[src/rtl/microwave_ctrl_if.sv]
// Panel and datapath signals of the microwave controller.
// The optional beep line exists only when DONE_BEEP_EN is defined.
interface microwave_ctrl_if;
  logic [9:0] keypad;
  logic       startn;
  logic       stopn;
  logic       clearn;
  logic       door_closed;
  logic       time_zero;
  logic       digit_load;
  logic [3:0] digit_val;
  logic       clear_time;
  logic       dec_tick;
  logic       mag_on;
  logic [2:0] state;
`ifdef DONE_BEEP_EN
  logic       beep;
`endif

  // master = the controller, slave = panel/datapath side
  modport master (
    input  keypad, startn, stopn, clearn, door_closed, time_zero,
    output digit_load, digit_val, clear_time, dec_tick, mag_on, state
`ifdef DONE_BEEP_EN
    , output beep
`endif
  );

  modport slave (
    output keypad, startn, stopn, clearn, door_closed, time_zero,
    input  digit_load, digit_val, clear_time, dec_tick, mag_on, state
`ifdef DONE_BEEP_EN
    , input beep
`endif
  );
endinterface

[src/rtl/microwave_ctrl.sv]
// Microwave sequencing FSM: synchronises panel inputs, issues digit/clear/tick strobes, drives mag_on.
// Optional DONE_BEEP_EN adds a beep output held for BEEP_TICKS prescaler wraps after cooking ends.
//
// state | meaning
// IDLE  | no time entered, waiting for first digit
// ENTRY | collecting up to three digits
// COOK  | magnetron on, prescaler issuing 1 s ticks
// PAUSE | door opened or stop pressed, prescaler held
// DONE  | time expired, waiting for key/start to acknowledge
module microwave_ctrl #(
  parameter int TICK_DIV   = 100,
  parameter int BEEP_TICKS = 3
) (
  input logic              clock,
  input logic              resetn,
  microwave_ctrl_if.master bus
);
  typedef enum logic [2:0] {
    S_IDLE  = 3'd0,
    S_ENTRY = 3'd1,
    S_COOK  = 3'd2,
    S_PAUSE = 3'd3,
    S_DONE  = 3'd4
  } state_t;

  localparam int PW = $clog2(TICK_DIV);
  localparam logic [PW-1:0] PRE_MAX = PW'(TICK_DIV - 1);
  // bit map: [9:0] keypad, [10] startn, [11] stopn, [12] clearn, [13] door_closed
  localparam logic [13:0] SYNC_RST = {1'b0, 3'b111, 10'b0};

  state_t        state_q, state_d;
  logic [13:0]   sync1_q, sync1_d, sync2_q, sync2_d;
  logic [2:0]    btn_prev_q, btn_prev_d;
  logic          key_prev_q, key_prev_d;
  logic [1:0]    cnt_q, cnt_d;
  logic [PW-1:0] pre_q, pre_d;
  logic          load_q, load_d;
  logic [3:0]    val_q, val_d;
  logic          clr_q, clr_d;
  logic          tick_q, tick_d;
  logic          mag_q, mag_d;

  logic [9:0] kp;
  logic [3:0] kp_idx;
  logic       key_ev, start_ev, stop_ev, clear_ev, door_open, start_ok, pre_wrap;

  assign kp        = sync2_q[9:0];
  assign key_ev    = (|kp) & ~key_prev_q & $onehot(kp);
  assign start_ev  = btn_prev_q[0] & ~sync2_q[10];
  assign stop_ev   = btn_prev_q[1] & ~sync2_q[11];
  assign clear_ev  = btn_prev_q[2] & ~sync2_q[12];
  assign door_open = ~sync2_q[13];
  assign start_ok  = start_ev & ~door_open & ~bus.time_zero;
  assign pre_wrap  = (pre_q == PRE_MAX);

  always_comb begin
    kp_idx = 4'd0;
    for (int i = 0; i < 10; i++) begin
      if (kp[i]) kp_idx = 4'(i);
    end
  end

  always_comb begin
    sync1_d    = {bus.door_closed, bus.clearn, bus.stopn, bus.startn, bus.keypad};
    sync2_d    = sync1_q;
    btn_prev_d = sync2_q[12:10];
    key_prev_d = |kp;
  end

  always_ff @(posedge clock or negedge resetn) begin
    if (!resetn) state_q <= S_IDLE;
    else         state_q <= state_d;
  end

  always_comb begin
    state_d = state_q;
    if (clear_ev) begin
      state_d = S_IDLE;
    end else begin
      case (state_q)
        S_IDLE:  if (key_ev) state_d = S_ENTRY;
        S_ENTRY: if (start_ok) state_d = S_COOK;
        S_COOK: begin
          // expiry beats a tick landing in the same cycle
          if (bus.time_zero)            state_d = S_DONE;
          else if (door_open || stop_ev) state_d = S_PAUSE;
        end
        S_PAUSE: if (start_ok) state_d = S_COOK;
        S_DONE:  if (key_ev || start_ev) state_d = S_IDLE;
        default: state_d = S_IDLE;
      endcase
    end
  end

  always_comb begin
    load_d = key_ev & ~clear_ev &
             ((state_q == S_IDLE) |
              ((state_q == S_ENTRY) & (state_d == S_ENTRY) & (cnt_q != 2'd3)));
    val_d  = load_d ? kp_idx : 4'd0;
    clr_d  = clear_ev | ((state_q == S_DONE) & (state_d == S_IDLE));
    mag_d  = (state_d == S_COOK);

    cnt_d = cnt_q;
    if (clr_d)       cnt_d = 2'd0;
    else if (load_d) cnt_d = (state_q == S_IDLE) ? 2'd1 : cnt_q + 2'd1;

    // PAUSE keeps pre_q so a resumed cook finishes the partial second
    pre_d  = pre_q;
    tick_d = 1'b0;
    if (clear_ev || ((state_q == S_ENTRY) && (state_d == S_COOK))) begin
      pre_d = '0;
    end else if ((state_q == S_COOK) && (state_d == S_COOK)) begin
      pre_d  = pre_wrap ? '0 : pre_q + 1'b1;
      tick_d = pre_wrap;
`ifdef DONE_BEEP_EN
    end else if ((state_q != S_DONE) && (state_d == S_DONE)) begin
      pre_d = '0;
    end else if ((state_q == S_DONE) && (state_d == S_DONE)) begin
      pre_d = pre_wrap ? '0 : pre_q + 1'b1;
`endif
    end
  end

  always_ff @(posedge clock or negedge resetn) begin
    if (!resetn) begin
      sync1_q    <= SYNC_RST;
      sync2_q    <= SYNC_RST;
      btn_prev_q <= 3'b111;
      key_prev_q <= 1'b0;
      cnt_q      <= 2'd0;
      pre_q      <= '0;
      load_q     <= 1'b0;
      val_q      <= 4'd0;
      clr_q      <= 1'b0;
      tick_q     <= 1'b0;
      mag_q      <= 1'b0;
    end else begin
      sync1_q    <= sync1_d;
      sync2_q    <= sync2_d;
      btn_prev_q <= btn_prev_d;
      key_prev_q <= key_prev_d;
      cnt_q      <= cnt_d;
      pre_q      <= pre_d;
      load_q     <= load_d;
      val_q      <= val_d;
      clr_q      <= clr_d;
      tick_q     <= tick_d;
      mag_q      <= mag_d;
    end
  end

`ifdef DONE_BEEP_EN
  localparam int BW = $clog2(BEEP_TICKS + 1);

  logic          beep_q, beep_d;
  logic [BW-1:0] bcnt_q, bcnt_d;

  always_comb begin
    beep_d = beep_q;
    bcnt_d = bcnt_q;
    if (state_d != S_DONE) begin
      beep_d = 1'b0;
      bcnt_d = '0;
    end else if (state_q != S_DONE) begin
      beep_d = 1'b1;
      bcnt_d = '0;
    end else if (beep_q && pre_wrap) begin
      bcnt_d = bcnt_q + 1'b1;
      if (bcnt_d == BW'(BEEP_TICKS)) beep_d = 1'b0;
    end
  end

  always_ff @(posedge clock or negedge resetn) begin
    if (!resetn) begin
      beep_q <= 1'b0;
      bcnt_q <= '0;
    end else begin
      beep_q <= beep_d;
      bcnt_q <= bcnt_d;
    end
  end

  assign bus.beep = beep_q;
`endif

  assign bus.digit_load = load_q;
  assign bus.digit_val  = val_q;
  assign bus.clear_time = clr_q;
  assign bus.dec_tick   = tick_q;
  assign bus.mag_on     = mag_q;
  assign bus.state      = state_q;
endmodule

[src/flat_wrapper.sv]
// flat-port wrapper written by rule: the top's interface ports become plain ports
module microwave_ctrl_flat 
#(
  parameter int TICK_DIV   = 100,
  parameter int BEEP_TICKS = 3
)
  (clock, resetn, bus_keypad, bus_startn, bus_stopn, bus_clearn, bus_door_closed, bus_time_zero, bus_digit_load, bus_digit_val, bus_clear_time, bus_dec_tick, bus_mag_on, bus_state);
  microwave_ctrl_if bus_i ();
  input logic clock;
  input logic resetn;
  input wire logic [$bits(bus_i.keypad)-1:0] bus_keypad;
  input wire logic [$bits(bus_i.startn)-1:0] bus_startn;
  input wire logic [$bits(bus_i.stopn)-1:0] bus_stopn;
  input wire logic [$bits(bus_i.clearn)-1:0] bus_clearn;
  input wire logic [$bits(bus_i.door_closed)-1:0] bus_door_closed;
  input wire logic [$bits(bus_i.time_zero)-1:0] bus_time_zero;
  output wire logic [$bits(bus_i.digit_load)-1:0] bus_digit_load;
  output wire logic [$bits(bus_i.digit_val)-1:0] bus_digit_val;
  output wire logic [$bits(bus_i.clear_time)-1:0] bus_clear_time;
  output wire logic [$bits(bus_i.dec_tick)-1:0] bus_dec_tick;
  output wire logic [$bits(bus_i.mag_on)-1:0] bus_mag_on;
  output wire logic [$bits(bus_i.state)-1:0] bus_state;
  assign bus_i.keypad = bus_keypad;
  assign bus_i.startn = bus_startn;
  assign bus_i.stopn = bus_stopn;
  assign bus_i.clearn = bus_clearn;
  assign bus_i.door_closed = bus_door_closed;
  assign bus_i.time_zero = bus_time_zero;
  assign bus_digit_load = bus_i.digit_load;
  assign bus_digit_val = bus_i.digit_val;
  assign bus_clear_time = bus_i.clear_time;
  assign bus_dec_tick = bus_i.dec_tick;
  assign bus_mag_on = bus_i.mag_on;
  assign bus_state = bus_i.state;
  microwave_ctrl #(.TICK_DIV(TICK_DIV), .BEEP_TICKS(BEEP_TICKS)) u_core (.clock(clock), .resetn(resetn), .bus(bus_i));
endmodule
[config.mk]
export PLATFORM = sky130hd
export DESIGN_NAME = microwave_ctrl_flat
export DESIGN_NICKNAME = d
export VERILOG_FILES = /design/src/rtl/microwave_ctrl_if.sv /design/src/rtl/microwave_ctrl.sv /design/src/flat_wrapper.sv
export SDC_FILE = /design/constraint.sdc
export NUM_CORES = 1
export LEC_CHECK = 0
export CORE_MARGIN = 4
export CORE_UTILIZATION = 35
export CTS_CLUSTER_DIAMETER = 150
export CTS_CLUSTER_SIZE = 16
export DETAILED_ROUTE_END_ITERATION = 7
export HOLD_SLACK_MARGIN = 0.02
export PLACE_DENSITY_LB_ADDON = 0.12
export SLEW_MARGIN = 20
export SYNTH_ARGS = -nofsm -noshare
export SYNTH_HDL_FRONTEND = slang
export SYNTH_SLANG_ARGS = --single-unit
export TNS_END_PERCENT = 30
[constraint.sdc]
create_clock -name clock -period 3.6 [get_ports clock]
set_input_delay 0.72 -clock clock [delete_from_list [all_inputs] [get_ports clock]]
set_output_delay 0.72 -clock clock [all_outputs]
set_load 0.02 [all_outputs]
# Word level (Yosys, flattened, before mapping)
# Index checks and enable logic that the tools add are counted.
totals:
  reg_bits: 52
  elab_cells: 89
  inputBits: 17
op_classes:
  n_reduce_logical: 11
  muxes: 25
  n_eq_ne: 9
  addsub: 11
  n_bitwise: 21
ops:
  columns: ["operator", "count"]
  rows:
  - ["4-bit two-way mux", 9]
  - ["7-bit two-way mux", 3]
  - ["3-bit two-way mux", 6]
  - ["4-bit adder", 4]
  - ["1-bit bitwise AND", 12]
  - ["3-bit one-hot mux with 4 select lines", 1]
  - ["1-bit by 1-bit adder with 2-bit output", 5]
  - ["10-bit OR reduction", 1]
  - ["3-bit by 2-bit == test with 1-bit output, second input constant", 3]
  - ["7-bit by 1-bit adder with 7-bit output, second input constant", 1]
  - ["7-bit == test, second input constant", 1]
  - ["1-bit NOT", 7]
  - ["3-bit by 1-bit == test with 1-bit output, second input constant", 2]
  - ["3-bit logical NOT", 2]
  - ["2-bit two-way mux", 3]
  - ["4-bit by 1-bit == test with 1-bit output, second input constant", 1]
  - ["2-bit nonzero test", 2]
  - ["3-bit == test, second input constant", 1]
  - ["1-bit logical OR", 3]
  - ["1-bit two-way mux", 3]
  - ["2-bit by 1-bit adder with 2-bit output, second input constant", 1]
  - ["1-bit logical AND", 2]
  - ["2-bit != test, second input constant", 1]
  - ["1-bit OR", 2]
  - ["2-bit OR reduction", 1]

# Depth between registers and ports, before layout
# Gate-level depths: netlist of run 1.
depth:
  word_depth: 17
  depth_mapped: 14
  ltp_nobuf: 14

# Worst setup path after synthesis of run 1
# Ideal clock, no wire load.
synth_timing:
  kind: "register to register"
  startpoint: "register u_core.sync2_q[8]"
  endpoint: "register u_core.val_q[1], in the netlist u_core.bus.digit_val[1]"
  period_less_slack_ns: 3.612
  required_ns: 3.523
  path_buffers: 0
  t_arrival_ns: 3.534
  path_slack_ns: -0.012
  stages_incl_launch_ff: 15
  cell_sequence: "dfrtp_1 -> inv_1 -> ha_1 -> inv_1 -> fa_1 -> fa_1 -> inv_1 -> fa_1 -> inv_1 -> fa_1 -> nand4bb_1 -> a211oi_1 -> nand4b_1 -> or3_1 -> a21oi_1"
synth_via:
  elab_chain_len: 14
  elab_cells_between_ends: 20
  cone_classes: "add/sub (2); eq/ne (2); mux (7); bitwise (7); reduce/logical (2)"
synth_lines:
  columns: ["item", "line_no", "rtl"]
  rows:
  - ["start, declared", "microwave_ctrl.sv:32", "logic [13:0] sync1_q, sync1_d, sync2_q, sync2_d;"]
  - ["start signal, assigned", "microwave_ctrl.sv:139", "sync2_q <= sync2_d;"]
  - ["1-bit by 1-bit adder with 2-bit output (implied by the code)", "microwave_ctrl.sv:48", "assign key_ev = (|kp) & ~key_prev_q & $onehot(kp);"]
  - ["4-bit adder (implied by the code)", "microwave_ctrl.sv:48", null]
  - ["4-bit by 1-bit == test with 1-bit output", "microwave_ctrl.sv:48", null]
  - ["1-bit bitwise AND", "microwave_ctrl.sv:48", null]
  - ["1-bit logical OR", "microwave_ctrl.sv:89", "S_DONE: if (key_ev || start_ev) state_d = S_IDLE;"]
  - ["3-bit two-way mux", "microwave_ctrl.sv:89", null]
  - ["3-bit one-hot mux with 4 select lines", "microwave_ctrl.sv:80", "case (state_q)"]
  - ["3-bit two-way mux", "microwave_ctrl.sv:77", "if (clear_ev) begin"]
  - ["3-bit by 1-bit == test with 1-bit output", "microwave_ctrl.sv:98", "((state_q == S_ENTRY) & (state_d == S_ENTRY) & (cnt_q != 2'd3)));"]
  - ["1-bit bitwise AND (2 in a row)", "microwave_ctrl.sv:98", null]
  - ["1-bit OR", "microwave_ctrl.sv:97", "((state_q == S_IDLE) |"]
  - ["1-bit bitwise AND", "microwave_ctrl.sv:96", "load_d = key_ev & ~clear_ev &"]
  - ["4-bit two-way mux (*)", "microwave_ctrl.sv:99", "val_d = load_d ? kp_idx : 4'd0;"]
  - ["named net u_core.val_d[1]", "microwave_ctrl.sv:38", "logic [3:0] val_q, val_d;"]
  - ["end signal, assigned", "microwave_ctrl.sv:145", "val_q <= val_d;"]
  - ["end, declared", "microwave_ctrl.sv:38", null]
# Mark *: on every way through the listed nets, which the timed path passes. The rest lies on a longest branch.
# A chain may end at the register's enable or synchronous reset.

# Worst setup path in the final report of run 1
layout_timing:
  startpoint: "register u_core.sync2_q[5]"
  endpoint: "register u_core.val_q[2], in the netlist u_core.bus.digit_val[2]"
layout_via:
  elab_chain_len: 16
  elab_cells_between_ends: 25
  cone_classes: "add/sub (4); eq/ne (2); mux (10); bitwise (7); reduce/logical (2)"
layout_lines:
  columns: ["item", "line_no"]
  rows:
  - ["1-bit by 1-bit adder with 2-bit output (implied by the code)", "microwave_ctrl.sv:48"]
  - ["4-bit adder (implied by the code) (3 in a row)", "microwave_ctrl.sv:48"]
  - ["4-bit by 1-bit == test with 1-bit output", "microwave_ctrl.sv:48"]
  - ["1-bit bitwise AND", "microwave_ctrl.sv:48"]
  - ["1-bit logical OR", "microwave_ctrl.sv:89"]
  - ["3-bit two-way mux", "microwave_ctrl.sv:89"]
  - ["3-bit one-hot mux with 4 select lines", "microwave_ctrl.sv:80"]
  - ["3-bit two-way mux", "microwave_ctrl.sv:77"]
  - ["3-bit by 1-bit == test with 1-bit output", "microwave_ctrl.sv:98"]
  - ["1-bit bitwise AND (2 in a row)", "microwave_ctrl.sv:98"]
  - ["1-bit OR", "microwave_ctrl.sv:97"]
  - ["1-bit bitwise AND", "microwave_ctrl.sv:96"]
  - ["4-bit two-way mux (*)", "microwave_ctrl.sv:99"]
  - ["named net u_core.val_d[2]", "microwave_ctrl.sv:38"]
# Marked as above.

==> impl_metrics.ini, run 1 <==
[run_status]
outcome = finished, violations left
violations = negative setup slack

[placement]
placed_cell_area_um2 = 2720
numPortBuffers = 27
dp_hpwl_mm = 2.97
gp_congestion = 0.819

[setup_path]
cp_common_cell = inv_2
slowest_delay_ns = 0.55
rr_startpoint = u_core.sync2_q[5]
critPathKind = register to register
critPathLaunch = u_core.sync2_q[5]
worstPathArrival_ns = 3.93
crit_chain = inv_2 -> ha_4 -> inv_2 -> fa_1 -> fa_1 -> inv_2 -> fa_2 -> inv_2 -> fa_1 -> nand4bb_1 -> a211oi_2 -> nand4b_1 -> or3_4 -> a21oi_2
crit_path_max_fanout = 4
crit_path_end_kind = register
cp_slowest_cell = fa_1
critPathBufInv = 4
crit_family = adder cells
start_kind = register
cp.required_ns = 3.83

[power]
max-vdd-ir-drop_v = 0.000224
p_leak_uw = 0.00134
p_per_area_nw_per_um2 = 420
design_power_total_uw = 1250

[synthesis]
yosys_warnings = 0
ys_seq_area_share_pct = 57.5
synth_ff_type = dfrtp_1
syn_nets = 227
syn_inst = 188
synth-edff-count = 0
synth.top_cells.by_area = dfrtp_1 47%, dfstp_2 10%, ha_1 8.8%
yosysTopAreaCell = dfrtp_1
syn_area_per_cell_um2 = 12.1
ys_seq_elements = 52
netlist_area_um2 = 2280
synth.top_cell.area_share_pct = 47.2
synthArstFlopShare_pct = 100
yosysUniqueCellTypes = 36

[sta]
max_slew_margin_pct = 38.5
fin_skew_ns = 0.00578
rsz0062_at_grt = yes
layout_setup_ws_ns = -0.0998
fmax_mhz = 270
setup_violations = 5
drv_slew = 0
fin_crit_ns = 3.70
timing.final.crit_share_pct = 103
worst_slew_pin_slew_ns = 0.914
hold_violations = 0

[routing]
drc_errors = 0
drt.antenna.violating_nets = 0
firstDrtPassIters = 4
route.vias.total = 1473
routedWlPerCell_um = 12.6
drtIter0Drc = 86
vias_per_cell = 4.65
finalWirelength_mm = 4.00

[finish]
syn_to_final_growth_pct = 30.1
final_common_cell = dfrtp_1
mostFrequentLayoutCells = 43 x dfrtp_1, 26 x clkdlybuf4s50_1, 24 x inv_1
drive_gt1_share_pct = 22.9
final_area_um2 = 2970
fin_nets = 278
insertedDiodeCount = 0

[cts]
clk_pin_slew_ns = 0.09
clk_latency_ns = 0.29
cts.htree.levels = 2
cts_buffers = 5
cts_tree = yes
cts.hold.buffers_added = 0
clockRootBuffer = clkbuf_8
clk_path_buf_depth = 2
cts_sinks = 52

[min_path]
hold_start = u_core.sync1_q[7]
hold_path_class = register to register

[floorplanning]
die_area_um2 = 7870
chipHeight_um = 88.7
num_io_pins = 28
die_width_um = 88.7
core.rowCount = 29
start_util_pct = 35.9
core_um2 = 6350

[global_routing]
grt_pass1_wl_mm = 6.92
grt_max_degree = 40
grt_overflow_total = 0
grt_pass1_vias = 1477
grt_use_total_pct = 11.4
antenna_found_initial = 0

[run]
maxCapViolCount = 0
-- state kept, by name, summed over array words and instances, names as in the netlist --
name                   count
u_core.cnt_q               2
u_core.bus.state           3
u_core.bus.clear_time      1
u_core.bus.digit_val       4
u_core.key_prev_q          1
u_core.sync2_q            14
u_core.btn_prev_q          3
u_core.pre_q               7
u_core.sync1_q            14
u_core.bus.mag_on          1
u_core.bus.dec_tick        1
u_core.bus.digit_load      1
-- layout make-up --
cell class,count,area (um2)
clock buffers,6,72.6
clock inverters,2,60.1
fillers,564,3380
inverters,28,105
multi-input cells,106,910
flip-flops and latches,52,1310
well taps,77,96.3
repair buffers,46,412
-- synthesized netlist by cell type, drive strengths merged, types with 2 or more instances --
| cell | number |
|---|---|
| a21oi | 13 |
| inv | 28 |
| nor2 | 12 |
| o21ai | 8 |
| nor3b | 2 |
| ha | 16 |
| nand4b | 2 |
| nand3 | 4 |
| a211oi | 4 |
| dfstp | 9 |
| or3 | 3 |
| dfrtp | 43 |
| a22oi | 2 |
| fa | 6 |
| nor4bb | 2 |
| nor4 | 3 |
| and3 | 2 |
| nand3b | 3 |
| nor2b | 5 |
| buf | 2 |
| nand2 | 5 |
-- worst register-to-register path, delay by kind of cell, from the launching register on --
kind | cells | cell delay [ns]
AO/OA/AOI/OAI | 2 | 0.36
adder cells (fa/ha/maj) | 5 | 1.89
AND/OR/NAND/NOR | 3 | 0.81
flip-flops | 1 | 0.37
buffers and inverters | 4 | 0.20
-- path summary, 6_finish.rpt --
path	endpoint	slack, ns	cells past startpoint
min	u_core.sync2_q[7]	0.35	0
min in group asynchronous	u_core.sync1_q[0]	0.50	1
max in group asynchronous	u_core.pre_q[5]	2.41	2
max	u_core.bus.digit_val[2]	-0.1	14
min reg2reg	u_core.sync2_q[7]	0.35	0
max reg2reg	u_core.bus.digit_val[2]	-0.1	14
-- per-layer routing --
| metal | track usage [%] | part of all wire, % |
|---|---|---|
| met1 | 17.0 | 51 |
| met2 | 16.0 | 43 |
| met3 | 2.61 | 4.7 |
| met4 | 4.40 | 1.4 |
| met5 | 0 | 0 |
-- cell families after synthesis --
group	share of synthesized area, %
AND/OR/NAND/NOR	13.3
XOR/XNOR	0.384
flip-flops	57.5
multiplexers	0.933
adder cells (fa/ha/maj)	14.0
AO/OA/AOI/OAI	8.17
buffers and inverters	5.60
-- power by group --
group / leakage, uW / switching, uW / internal [uW] / total [uW]
registers: 0.000638 / 8.29 / 606 / 614
clock network: 0.0000654 / 181 / 278 / 458
logic: 0.000639 / 85.7 / 87.6 / 173
-- metrics by stage --
step	util (%)	setup slack (ns)	cells	setup TNS, ns	hold WS (ns)
floorplan	-	0.0438	188	0	0.331
global placement	42.8	-0.0134	302	-0.0251	0.332
detailed placement	42.8	-0.151	302	-0.431	0.336
CTS	46.0	-0.0650	316	-0.120	0.359
global route	46.7	-0.267	317	-1.36	0.364
finish	46.7	-0.0998	317	-0.246	0.355
-- timing repair --
| item | CTS | global route |
|---|---|---|
| pin swaps | 6 | 5 |
| hold endpoints to repair | 0 | 0 |
| gates resized for setup | 10 | 8 |
| buffers inserted | 6 | 1 |
| setup endpoints to repair | 5 | 8 |
No activity file was read; power rests on OpenSTA's default activity.
==> inputs of run 2 (changes only) <==
--- a/config.mk
+++ b/config.mk
@@ -5,8 +5,9 @@
 export SDC_FILE = /design/constraint.sdc
 export NUM_CORES = 1
 export LEC_CHECK = 0
+export CORE_ASPECT_RATIO = 1.5
 export CORE_MARGIN = 4
-export CORE_UTILIZATION = 35
+export CORE_UTILIZATION = 45
 export CTS_CLUSTER_DIAMETER = 150
 export CTS_CLUSTER_SIZE = 16
 export DETAILED_ROUTE_END_ITERATION = 7
==> impl_metrics.ini, run 2 (synthesis gave the netlist of run 1 again) <==
[run_status]
outcome = finished, violations left
violations = negative setup slack

[setup_path]
worstPathArrival_ns = 3.89
rrSetupSlack_ns = -0.11
start_kind = register
crit_path_end_kind = register
rr_startpoint = u_core.sync2_q[9]
critPathKind = register to register
crit_path_max_fanout = 4
cp.required_ns = 3.79
reg2reg_to = u_core.cnt_q[0]
worstRegToRegCells = 15

[routing]
drc_errors = 0
finalWirelength_mm = 4.09
route.vias.total = 1522
drt.antenna.violating_nets = 0
firstDrtPassIters = 4
drtIter0Drc = 36
routedWlPerCell_um = 13.6
vias_per_cell = 5.07

[sta]
hold_violations = 0
timing.final.crit_share_pct = 103
drv_slew = 0
whs_ns = 0.344
fin_skew_ns = 0.00715
max_slew_margin_pct = 39.4
rsz0062_at_grt = yes
setup_violations = 5
worst_slew_pin_slew_ns = 0.901
finalSetupTns_ns = -0.364
fin_crit_ns = 3.71
fmax_mhz = 270
layout_setup_ws_ns = -0.105

[finish]
reg_top3 = u_core.sync1_q x14, u_core.sync2_q x14, u_core.pre_q x7
insertedDiodeCount = 0
post-route-util_pct = 58.9
mostFrequentLayoutCells = 43 x dfrtp_1, 26 x clkdlybuf4s50_1, 21 x inv_1
syn_to_final_growth_pct = 26.3
fin_nets = 272
final_area_um2 = 2880
drive_gt1_share_pct = 22.6
final_common_cell = dfrtp_1

[global_routing]
grt_overflow_total = 0
grt_use_total_pct = 14.5
grt_pass1_wl_mm = 6.93
grt_pass1_vias = 1550
antenna_found_initial = 0
grt_max_degree = 49

[placement]
numPortBuffers = 27
gp_congestion = 0.862
dp_hpwl_mm = 3.05
placed_cell_area_um2 = 2690
place_ws_ns = -0.123

[cts]
clk_latency_ns = 0.30
clk_path_buf_depth = 2
cts_tree = yes
cts.htree.levels = 2
clockRootBuffer = clkbuf_8
cts_sinks = 52
cts.hold.buffers_added = 0
clk_pin_slew_ns = 0.09
cts_buffers = 5

[floorplanning]
num_io_pins = 28
start_util_pct = 46.7
core_um2 = 4890
die_area_um2 = 6300
core.rowCount = 31
die_width_um = 66.1
chipHeight_um = 95.2

[power]
power_frac_clock_pct = 33.2
switching_share_pct = 23.3
p_per_area_nw_per_um2 = 401
sequentialPowerShare_pct = 53.2
power_frac_comb_pct = 13.6
p_leak_uw = 0.00130
p_int_uw = 886
max-vdd-ir-drop_v = 0.000273
switchingPower_uw = 269

[run]
maxCapViolCount = 0

[min_path]
hold_path_class = register to register
hold_start = u_core.sync1_q[7]
hold-path-endpoint = u_core.sync2_q[7]
holdPathStages = 0
## run 2: power groups by stage
stage	clock network [uW]	registers (uW)	logic [uW]
3_5_place_dp	0	626	147
2_1_floorplan	0	625	82.3
6_report	383	615	157
4_1_cts	398	615	149
3_3_place_gp	0	626	138
5_1_grt	424	618	178
## run 2: layout make-up
cell class	count	area, um2
Fill cell	420	2010
Sequential cell	52	1310
Multi-Input combinational cell	106	907
Timing Repair Buffer	40	365
Inverter	28	105
Tap cell	66	82.6
Clock buffer	6	72.6
Clock inverter	2	35.0
## run 2: per-layer routing
| metal | wire [um] | GRT usage (%) |
|---|---|---|
| met1 | 1480 | 15.7 |
| met5 | 0 | 0 |
| met4 | 73 | 5.59 |
| met3 | 130 | 3.07 |
| met2 | 2400 | 26.9 |
## run 2: timing repair
action                                  in CTS  in global routing
endpoints found under the setup margin       4                  8
pin swaps                                    3                  2
buffers inserted                             2                  1
gates resized for setup                      2                 16
## run 2: metrics by stage
step	power [uW]	instances
2_1_floorplan	707	188
3_3_place_gp	764	289
3_5_place_dp	773	289
4_1_cts	1160	299
5_1_grt	1220	300
6_report	1160	300
## run 2: worst max-delay path, stage by stage (launching register included)
cell	delay (ns)
dfrtp_1	0.37
inv_2	0.06
ha_4	0.26
inv_2	0.03
fa_1	0.56
fa_1	0.43
inv_2	0.07
fa_2	0.20
inv_2	0.04
fa_1	0.39
a211oi_1	0.26
mux2_2	0.24
a21oi_1	0.09
o41ai_1	0.34
buf_4	0.20
a211oi_2	0.04
## run 2: worst max-delay path by stage
| stage | cells after the start | slack, ns | start | endpoint |
|---|---|---|---|---|
| 5_1_grt | 14 | -0.27 | u_core.sync2_q[8] | u_core.bus.digit_val[2] |
| 3_3_place_gp | 14 | -0.002 | u_core.sync2_q[8] | u_core.bus.digit_val[1] |
| 3_5_place_dp | 14 | -0.12 | u_core.sync2_q[8] | u_core.bus.digit_val[2] |
| 2_1_floorplan | 14 | 0.04 | u_core.sync2_q[8] | u_core.bus.digit_val[1] |
| 4_1_cts | 14 | -0.09 | u_core.sync2_q[9] | u_core.bus.digit_val[2] |
| 6_report | 15 | -0.11 | u_core.sync2_q[9] | u_core.cnt_q[0] |
==> inputs of run 3 (changes only) <==
--- a/config.mk
+++ b/config.mk
@@ -11,10 +11,10 @@
 export CTS_CLUSTER_DIAMETER = 150
 export CTS_CLUSTER_SIZE = 16
 export DETAILED_ROUTE_END_ITERATION = 7
+export GPL_TIMING_DRIVEN = 0
 export HOLD_SLACK_MARGIN = 0.02
 export PLACE_DENSITY_LB_ADDON = 0.12
 export SLEW_MARGIN = 20
 export SYNTH_ARGS = -nofsm -noshare
 export SYNTH_HDL_FRONTEND = slang
 export SYNTH_SLANG_ARGS = --single-unit
-export TNS_END_PERCENT = 30
==> impl_metrics.ini, run 3 (synthesis gave the netlist of run 1 again) <==
[setup_path]
worstRegToRegCells = 16
worstPathArrival_ns = 3.90
cp_common_cell = inv_2
crit_family = adder cells
crit_chain = inv_2 -> ha_4 -> inv_2 -> fa_1 -> fa_1 -> inv_2 -> fa_2 -> inv_2 -> fa_1 -> nand4bb_1 -> buf_4 -> a21oi_2 -> a21oi_2 -> o41ai_2 -> buf_4 -> nor2_1
cp_slowest_cell = fa_1
critPathKind = register to register
cp.required_ns = 3.79
rrSetupSlack_ns = -0.11
start_kind = register
slowest_delay_ns = 0.54
crit_path_max_fanout = 3
critPathBufInv = 6
reg2reg_to = u_core.cnt_q[1]
rr_startpoint = u_core.sync2_q[4]
crit_path_end_kind = register

[floorplanning]
die_area_um2 = 6300
core.rowCount = 31
start_util_pct = 46.7
die_width_um = 66.1
core_um2 = 4890
chipHeight_um = 95.2
num_io_pins = 28

[routing]
drt.antenna.violating_nets = 0
drc_errors = 0
drtIter0Drc = 50
finalWirelength_mm = 4.15
route.vias.total = 1502
vias_per_cell = 5.01
routedWlPerCell_um = 13.8
firstDrtPassIters = 4

[cts]
cts_tree = yes
cts.htree.levels = 2
clk_pin_slew_ns = 0.09
cts_buffers = 5
clk_path_buf_depth = 2
cts.hold.buffers_added = 0
cts_sinks = 52
clockRootBuffer = clkbuf_8
clk_latency_ns = 0.30

[global_routing]
grt_overflow_total = 0
grt_use_total_pct = 14.4
grt_pass1_wl_mm = 6.90
grt_max_degree = 28
antenna_found_initial = 0
grt_pass1_vias = 1580

[power]
p_leak_uw = 0.00131
p_per_area_nw_per_um2 = 402
sequentialPowerShare_pct = 52.5
power_frac_comb_pct = 13.6
max-vdd-ir-drop_v = 0.000235
switchingPower_uw = 269
switching_share_pct = 22.9
p_int_uw = 906
design_power_total_uw = 1170
power_frac_clock_pct = 33.9

[placement]
gp_congestion = 0.809
dp_hpwl_mm = 2.98
numPortBuffers = 27

[sta]
setup_violations = 6
worst_slew_pin_slew_ns = 0.888
rsz0062_at_grt = yes
fmax_mhz = 270
timing.final.crit_share_pct = 103
drv_slew = 0
max_slew_margin_pct = 40.3
fin_skew_ns = 0.0103
hold_violations = 0
layout_setup_ws_ns = -0.109
fin_crit_ns = 3.71

[finish]
final_common_cell = dfrtp_1
insertedDiodeCount = 0
post-route-util_pct = 59.8
fin_nets = 272
reg_top3 = u_core.sync1_q x14, u_core.sync2_q x14, u_core.pre_q x7
n_fill_cell = 427
mostFrequentLayoutCells = 43 x dfrtp_1, 26 x clkdlybuf4s50_1, 20 x inv_1
syn_to_final_growth_pct = 28.2
drive_gt1_share_pct = 23.9

[run_status]
violations = negative setup slack
outcome = finished, violations left

[run]
maxCapViolCount = 0

[min_path]
hold-path-endpoint = u_core.sync2_q[8]
holdPathStages = 0
hold_start = u_core.sync1_q[8]
hold_path_class = register to register
-- run 3: changes by cell type in the layout (fill, tap and decap cells not counted), sizes merged --
cell    before  now
clkbuf       6    8
bufinv       1    0
clkinv       1    0
-- run 3: stage by stage --
stage | setup WS [ns] | area [um2] | hold slack, ns | TNS [ns] | cells
final | -0.109 | 2920 | 0.347 | -0.410 | 300
after global routing | -0.213 | 2920 | 0.359 | -1.18 | 300
after CTS | -0.105 | 2850 | 0.351 | -0.290 | 297
after detailed placement | -0.366 | 2650 | 0.336 | -1.43 | 282
after global placement | -0.267 | 2640 | 0.334 | -0.846 | 281
after floorplan | 0.0438 | 2290 | 0.331 | 0 | 188
-- run 3: layer usage --
| metal | up-vias | track usage, % | share of wire, % |
|---|---|---|---|
| met4 | 0 | 6.27 | 1.9 |
| met2 | 24 | 26.6 | 58 |
| met3 | 7 | 2.95 | 2.9 |
| met5 | - | 0 | 0 |
| li1 | 713 | - | - |
| met1 | 758 | 15.5 | 38 |
-- run 3: what timing repair did --
item | CTS | global route
gates cloned | 0 | 0
setup endpoints to repair | 7 | 9
gates resized for setup | 8 | 15
setup buffers | 7 | 3
pin swaps | 7 | 5
-- run 3: how the worst max path moves through the flow --
| stage | startpoint | to | slack, ns | cells after the start |
|---|---|---|---|---|
| 6_report | u_core.sync2_q[4] | u_core.cnt_q[1] | -0.11 | 16 |
| 5_1_grt | u_core.sync2_q[6] | u_core.bus.digit_val[2] | -0.21 | 14 |
| 4_1_cts | u_core.sync2_q[5] | u_core.bus.digit_val[2] | -0.11 | 14 |
| 3_5_place_dp | u_core.sync2_q[8] | u_core.bus.digit_val[2] | -0.37 | 14 |
| 3_3_place_gp | u_core.sync2_q[8] | u_core.bus.digit_val[1] | -0.27 | 14 |
| 2_1_floorplan | u_core.sync2_q[8] | u_core.bus.digit_val[1] | 0.04 | 14 |
-- run 3: power groups by stage --
| stage | logic, uW | registers, uW | clock network, uW |
|---|---|---|---|
| 6_report | 160 | 616 | 399 |
| 4_1_cts | 150 | 616 | 412 |
| 3_3_place_gp | 129 | 627 | 0 |
| 3_5_place_dp | 138 | 627 | 0 |
| 2_1_floorplan | 82.3 | 625 | 0 |
| 5_1_grt | 182 | 619 | 434 |
-- run 3: final cells by class --
type / instances / area [um2] / share of cell area (%)
clock buffer: 8 / 123 / 4.19
multi-input combinational: 106 / 915 / 31.3
timing repair buffer: 38 / 364 / 12.5
sequential: 52 / 1310 / 44.9
buffer: 2 / 22.5 / 0.770
inverter: 28 / 105 / 3.59
tap: 66 / 82.6 / 2.82
-- run 3: worst reg2reg max path, stage by stage (launching register included) --
cell and delay, ns:
dfrtp_1 0.40, inv_2 0.07, ha_4 0.26, inv_2 0.03, fa_1 0.54, fa_1 0.42, inv_2 0.07, fa_2 0.20
inv_2 0.04, fa_1 0.48, nand4bb_1 0.16, buf_4 0.18, a21oi_2 0.13, a21oi_2 0.09, o41ai_2 0.30, buf_4 0.18
nor2_1 0.05
